`src/rtl/keyboard_move_ctl.sv`:
```
// PS/2 keyboard front end for the player movement controller: conditions the PS/2
// lines, receives scancode-set-2 bytes and turns A/D/LEFT/RIGHT make/break into held levels.
`timescale 1ns/1ps
module keyboard_move_ctl #(
  parameter int FILTER_LEN     = 8,
  parameter int TIMEOUT_CYCLES = 65000
) (
  input  logic       clk,
  input  logic       rst,
  input  logic       ps2_clk,
  input  logic       ps2_data,
  output logic       m_left,
  output logic       m_right,
  output logic       code_valid,
  output logic [7:0] code,
  output logic       frame_err
);

  localparam int FILT_W = $clog2(FILTER_LEN + 1);
  localparam int TO_W   = $clog2(TIMEOUT_CYCLES + 1);

  typedef enum logic [1:0] {RX_IDLE, RX_DATA, RX_PARITY, RX_STOP} rx_state_e;
  typedef enum logic [1:0] {DEC_IDLE, DEC_E0, DEC_F0, DEC_E0F0} dec_state_e;

  typedef struct packed {
    logic a;
    logic d;
    logic left;
    logic right;
  } keys_t;

  logic [1:0]        clk_sync_q;
  logic [1:0]        data_sync_q;
  logic              filt_q;
  logic [FILT_W-1:0] filt_cnt_q;
  logic              fall_tick_q;

  rx_state_e         rx_state_q;
  logic [2:0]        bit_cnt_q;
  logic [7:0]        shift_q;
  logic              parity_q;
  logic [TO_W-1:0]   to_cnt_q;
  logic              code_valid_q;
  logic [7:0]        code_q;
  logic              frame_err_q;

  dec_state_e        dec_q, dec_d;
  keys_t             keys_q, keys_d;
  logic              m_left_q, m_right_q;
  logic              left_req_d, right_req_d;
  logic              rx_data;

  assign rx_data = data_sync_q[1];

  // Synchronisers preset to the idle-bus level; a ps2_clk level change is
  // accepted only after FILTER_LEN consecutive differing samples.
  always_ff @(posedge clk) begin
    if (rst) begin
      clk_sync_q  <= 2'b11;
      data_sync_q <= 2'b11;
      filt_q      <= 1'b1;
      filt_cnt_q  <= '0;
      fall_tick_q <= 1'b0;
    end else begin
      // NOTE: all clocked state uses non-blocking assignments so every register
      // sees the pre-edge values of the others, regardless of statement order.
      clk_sync_q  <= {clk_sync_q[0], ps2_clk};
      data_sync_q <= {data_sync_q[0], ps2_data};
      fall_tick_q <= 1'b0;
      if (clk_sync_q[1] == filt_q) begin
        filt_cnt_q <= '0;
      end else if (filt_cnt_q == FILT_W'(FILTER_LEN - 1)) begin
        filt_q      <= clk_sync_q[1];
        filt_cnt_q  <= '0;
        fall_tick_q <= filt_q;
      end else begin
        filt_cnt_q <= filt_cnt_q + 1'b1;
      end
    end
  end

  always_ff @(posedge clk) begin
    if (rst) begin
      rx_state_q   <= RX_IDLE;
      bit_cnt_q    <= '0;
      shift_q      <= '0;
      parity_q     <= 1'b0;
      to_cnt_q     <= '0;
      code_valid_q <= 1'b0;
      code_q       <= '0;
      frame_err_q  <= 1'b0;
    end else begin
      code_valid_q <= 1'b0;
      frame_err_q  <= 1'b0;
      if (rx_state_q == RX_IDLE || fall_tick_q) begin
        to_cnt_q <= '0;
      end else begin
        to_cnt_q <= to_cnt_q + 1'b1;
      end

      if (rx_state_q != RX_IDLE && !fall_tick_q &&
          to_cnt_q == TO_W'(TIMEOUT_CYCLES - 1)) begin
        frame_err_q <= 1'b1;
        rx_state_q  <= RX_IDLE;
        shift_q     <= '0;
      end else if (fall_tick_q) begin
        unique case (rx_state_q)
          RX_IDLE: begin
            if (!rx_data) begin
              rx_state_q <= RX_DATA;
              bit_cnt_q  <= '0;
            end
          end
          RX_DATA: begin
            shift_q   <= {rx_data, shift_q[7:1]};
            bit_cnt_q <= bit_cnt_q + 1'b1;
            if (bit_cnt_q == 3'd7) rx_state_q <= RX_PARITY;
          end
          RX_PARITY: begin
            parity_q   <= rx_data;
            rx_state_q <= RX_STOP;
          end
          RX_STOP: begin
            // Odd parity over data+parity, and the stop bit must be high.
            if (rx_data && (^{shift_q, parity_q})) begin
              code_valid_q <= 1'b1;
              code_q       <= shift_q;
            end else begin
              frame_err_q <= 1'b1;
            end
            rx_state_q <= RX_IDLE;
          end
          default: rx_state_q <= RX_IDLE;
        endcase
      end
    end
  end

  function automatic keys_t apply_key(keys_t k, logic [7:0] c, logic ext, logic make);
    keys_t r;
    r = k;
    if (!ext && c == 8'h1C) r.a     = make;
    if (!ext && c == 8'h23) r.d     = make;
    if ( ext && c == 8'h6B) r.left  = make;
    if ( ext && c == 8'h74) r.right = make;
    return r;
  endfunction

  always_comb begin
    // NOTE: every always_comb output gets a default first so no path can
    // leave it unassigned and infer a latch.
    dec_d  = dec_q;
    keys_d = keys_q;
    if (frame_err_q) begin
      dec_d = DEC_IDLE;
    end else if (code_valid_q) begin
      unique case (dec_q)
        DEC_IDLE: begin
          if (code_q == 8'hE0)      dec_d = DEC_E0;
          else if (code_q == 8'hF0) dec_d = DEC_F0;
          else                      keys_d = apply_key(keys_q, code_q, 1'b0, 1'b1);
        end
        DEC_E0: begin
          if (code_q == 8'hF0) begin
            dec_d = DEC_E0F0;
          end else begin
            keys_d = apply_key(keys_q, code_q, 1'b1, 1'b1);
            dec_d  = DEC_IDLE;
          end
        end
        DEC_F0: begin
          keys_d = apply_key(keys_q, code_q, 1'b0, 1'b0);
          dec_d  = DEC_IDLE;
        end
        DEC_E0F0: begin
          keys_d = apply_key(keys_q, code_q, 1'b1, 1'b0);
          dec_d  = DEC_IDLE;
        end
        default: dec_d = DEC_IDLE;
      endcase
    end
    left_req_d  = keys_d.a | keys_d.left;
    right_req_d = keys_d.d | keys_d.right;
  end

  // Outputs are registered from the next-state flags so they move one cycle
  // after code_valid; opposing requests cancel and the player stops.
  always_ff @(posedge clk) begin
    if (rst) begin
      dec_q     <= DEC_IDLE;
      keys_q    <= '0;
      m_left_q  <= 1'b0;
      m_right_q <= 1'b0;
    end else begin
      dec_q     <= dec_d;
      keys_q    <= keys_d;
      m_left_q  <= left_req_d & ~right_req_d;
      m_right_q <= right_req_d & ~left_req_d;
    end
  end

  assign m_left     = m_left_q;
  assign m_right    = m_right_q;
  assign code_valid = code_valid_q;
  assign code       = code_q;
  assign frame_err  = frame_err_q;

endmodule
```
`config.mk`:
```
export PLATFORM = sky130hd
export DESIGN_NAME = keyboard_move_ctl
export DESIGN_NICKNAME = d
export VERILOG_FILES = /design/src/rtl/keyboard_move_ctl.sv
export SDC_FILE = /design/constraint.sdc
export NUM_CORES = 1
export LEC_CHECK = 0
export ABC_CLOCK_PERIOD_IN_PS = 1950
export CORE_MARGIN = 4
export CORE_UTILIZATION = 52
export CTS_CLUSTER_DIAMETER = 50
export CTS_CLUSTER_SIZE = 30
export DETAILED_ROUTE_END_ITERATION = 16
export GPL_TIMING_DRIVEN = 0
export PLACE_DENSITY = 0.7
export SLEW_MARGIN = 20
export SYNTH_ARGS = -nofsm -noshare
export SYNTH_HDL_FRONTEND = slang
export SYNTH_SLANG_ARGS = --single-unit
```
`constraint.sdc`:
```
create_clock -name clk -period 1.95 [get_ports clk]
set_clock_uncertainty 0.05 [all_clocks]
set_input_delay 0.585 -clock clk [delete_from_list [all_inputs] [get_ports clk]]
set_output_delay 0.585 -clock clk [all_outputs]
set_load 0.05 [all_outputs]
```
==> qor.yml, run 1 <==
synth:
  yosysMostFrequentCell: "dfxtp_1"
  netlist_top_cells_count: "dfxtp_1, nand2_1, nor2_1"
  synth_area_per_cell_um2: 9.215
  ys.warnings.count: 0
  netlist_area_um2: 2552
  ys.flop_type: "dfxtp_1"
  synth_top_area_share_pct: 45.49
  async_flop_share_pct: 0
  synth_top_cell_by_area: "dfxtp_1"
  synth_edf_count: 0
  synth.distinct_cells: 48
  syn_nets: 289
  synth_area_leaders: "dfxtp_1, nand2_1, mux2i_1"
  synthCells: 277
  seq_area_frac_synth_pct: 45.49
  ys_ff_latch: 58
finish:
  final_cell_area_um2: 3113
  finalNetCount: 320
  drive_gt1_share_pct: 15.97
  fin_cells: 380
  final_util_pct: 65.47
  area_delta_synth_final_pct: 21.96
  n_antenna_cell: 0
clock_tree:
  cts_tree: "yes"
  cts_root_buffer: "clkbuf_8"
  clock_path_buffers: 2
  clk_latency_ps: 330
  cts_sinks: 58
  htree_levels: 3
  cts_inserted_buffers: 9
  hold_buffers: 0
  clk_pin_slew_ps: 70
power_and_ir_drop:
  leakagePower_nw: 1.113
  p_per_area_nw_per_um2: 767.9
  p_total_mw: 2.390
  vdd_ir_drop_max_mv: 0.6573
detailed_routing:
  first_pass_iters: 4
  vias: 2038
  postRouteAntennaNets: 0
  remaining_drc_errors: 0
  drt_iter0_drc: 97
  via_per_inst: 5.363
  wl_per_cell_um: 13.34
  drt_wl_total_um: 5071
critical_path:
  cpMostUsedCell: "or4b_4"
  reg2reg_from: "code[7]"
  cpPeakStageDelay_ps: 550
  arrival_ps: 2330
  reg2reg_depth: 4
  critPathRequiredTime_ps: 2130
  crit_path_max_fanout: 3
  critPathLaunchType: "flop"
  crit_slowest_cell: "or4b_4"
  rr_endpoint: "m_right"
  crit_chain: "or4b_4 -> or4b_4 -> mux2_4 -> o2111a_1"
  cp-end-kind: "flop"
  reg2reg_slack_ps: -210
  critPathKind: "reg2reg"
global_routing:
  grt_pass1_vias: 2036
  grt_pass1_wl_um: 8921
  globalRouteOverflowTotal: 0
  track_usage_pct: 18.73
  grt_max_degree: 11
  grt_antenna_before_repair: 0
placed_design:
  pre_cts_ws_ps: -328.9
  place_area_um2: 2808
  dp_hpwl_um: 3450
  globalplace.congestion: 0.7632
  numPortBuffers: 15
  place_inst: 359
sta:
  hold_violations: 0
  setup_tns_ps: -516.2
  finalCritPeriodShare_pct: 110.7
  drv_slew: 0
  finalWorstSetupSlack_ps: -208.4
  fmax_ghz: 0.4633
  holdWs_ps: 355.7
  relSlewSlack_pct: 64.28
  fin_crit_ps: 2158
  tightestPinTransition_ps: 535.8
  rsz0062_at_grt: "yes"
  setup_viol: 4
status:
  status: "finished with violations"
  failed_checks: "negative setup slack"
floorplanning:
  initial_core_util_pct: 53.68
  coreArea_um2: 4755
  dieArea_um2: 6093
  io-pin-count: 16
  rows: 25
  die-width_um: 78.06
  dieHeight_um: 78.06
hold_path:
  min_from: "data_sync_q[0]"
  min_path_type: "reg2reg"
  worstHoldPathCells: 1
  hold_end: "data_sync_q[1]"
job:
  maxCapViolations: 0
cell type report:
class / instances / area, um2
clock buffer: 15 / 186.4
inverter: 8 / 30.03
timing repair buffer: 20 / 183.9
clock inverter: 1 / 30.03
tap: 67 / 83.83
fill: 422 / 1642
sequential: 58 / 1184
buffer: 8 / 32.53
multi-input combinational: 203 / 1383
layer usage:
metal | vias to the layer above | GRT usage [%] | part of all wire, %
li1 | 1041 | - | -
met1 | 946 | 21.90 | 46
met3 | 13 | 4.587 | 3.9
met5 | - | 0 | 0
met4 | 0 | 12.06 | 2.8
met2 | 38 | 30.57 | 47
where the power goes:
group          leakage (nW)  switching [mW]  total (mW)  internal, mW
sequential            0.474         0.00269        1.19          1.18
combinational         0.529          0.0207      0.0328        0.0121
clock                 0.110           0.440        1.17         0.731
total                  1.11           0.463        2.39          1.93
timing repair:
item                                    CTS  global route
gates resized for setup                  21             8
endpoints found under the setup margin   25            19
pin swaps                                 0             3
setup buffers                             4             1
worst max-delay path: cells and delay by family (launching register included):
family	cells	cell delay [ps]
multiplexers	1	340
AO/OA/AOI/OAI	1	240
AND/OR/NAND/NOR	2	1080
flip-flops	1	340
placed cells by master, fill, tap and decap left out, drive strengths merged, types with 6 or more instances in the layout:
cell type	count
dlygate4sd2	10
nand3	17
ha	8
inv	8
nand2	42
or2	6
xnor2	9
o21ai	6
mux2i	13
nor2	21
dfxtp	58
buf	6
xor2	7
a21oi	17
clkbuf	23
sequential cells by signal, indices dropped and copies added, names as in the netlist:
register	flops
fall_tick_q	1
code	8
m_right	1
rx_state_q	2
m_left	1
code_valid	1
shift_q	8
parity_q	1
to_cnt_q	16
dec_q	2
filt_cnt_q	4
keys_q	4
bit_cnt_q	3
frame_err	1
filt_q	1
data_sync_q	2
clk_sync_q	2
worst max-delay path by stage:
stage             from       endpoint  slack, ps  cells past startpoint
2_1_floorplan  code[7]         m_left       -210                      4
3_3_place_gp       rst  rx_state_q[1]       -360                      5
3_5_place_dp       rst  rx_state_q[1]       -330                      5
4_1_cts        code[7]         m_left       -180                      4
5_1_grt        code[7]        m_right       -230                      4
6_report       code[7]        m_right       -210                      4
logic make-up (layout without fill, tap and decap cells):
group           count (synthesis)  in the layout  share of synthesized area, %
compound gates                 35             35                         8.677
fa+ha+maj                       8              8                         3.922
flops                          58             58                         45.49
buf+inv                        16             52                         2.353
simple gates                  128            128                         26.42
xor+xnor                       18             18                         7.304
mux                            14             14                         5.833
Power figures use the tool's default switching activity.
==> run 2: changes to the inputs <==
--- a/config.mk
+++ b/config.mk
@@ -13,7 +13,7 @@
 export DETAILED_ROUTE_END_ITERATION = 16
 export GPL_TIMING_DRIVEN = 0
 export PLACE_DENSITY = 0.7
-export SLEW_MARGIN = 20
+export SLEW_MARGIN = 25
 export SYNTH_ARGS = -nofsm -noshare
 export SYNTH_HDL_FRONTEND = slang
 export SYNTH_SLANG_ARGS = --single-unit
==> results of run 2 <==
The final DEF is identical to that of run 1; final timing and power are the same.
==> run 3: changes to the inputs <==
--- a/config.mk
+++ b/config.mk
@@ -6,6 +6,7 @@
 export NUM_CORES = 1
 export LEC_CHECK = 0
 export ABC_CLOCK_PERIOD_IN_PS = 1950
+export CAP_MARGIN = 20
 export CORE_MARGIN = 4
 export CORE_UTILIZATION = 52
 export CTS_CLUSTER_DIAMETER = 50
@@ -13,7 +14,7 @@
 export DETAILED_ROUTE_END_ITERATION = 16
 export GPL_TIMING_DRIVEN = 0
 export PLACE_DENSITY = 0.7
-export SLEW_MARGIN = 25
+export SLEW_MARGIN = 20
 export SYNTH_ARGS = -nofsm -noshare
 export SYNTH_HDL_FRONTEND = slang
 export SYNTH_SLANG_ARGS = --single-unit
==> results of run 3 <==
The final DEF is identical to that of run 1; final timing and power are the same.
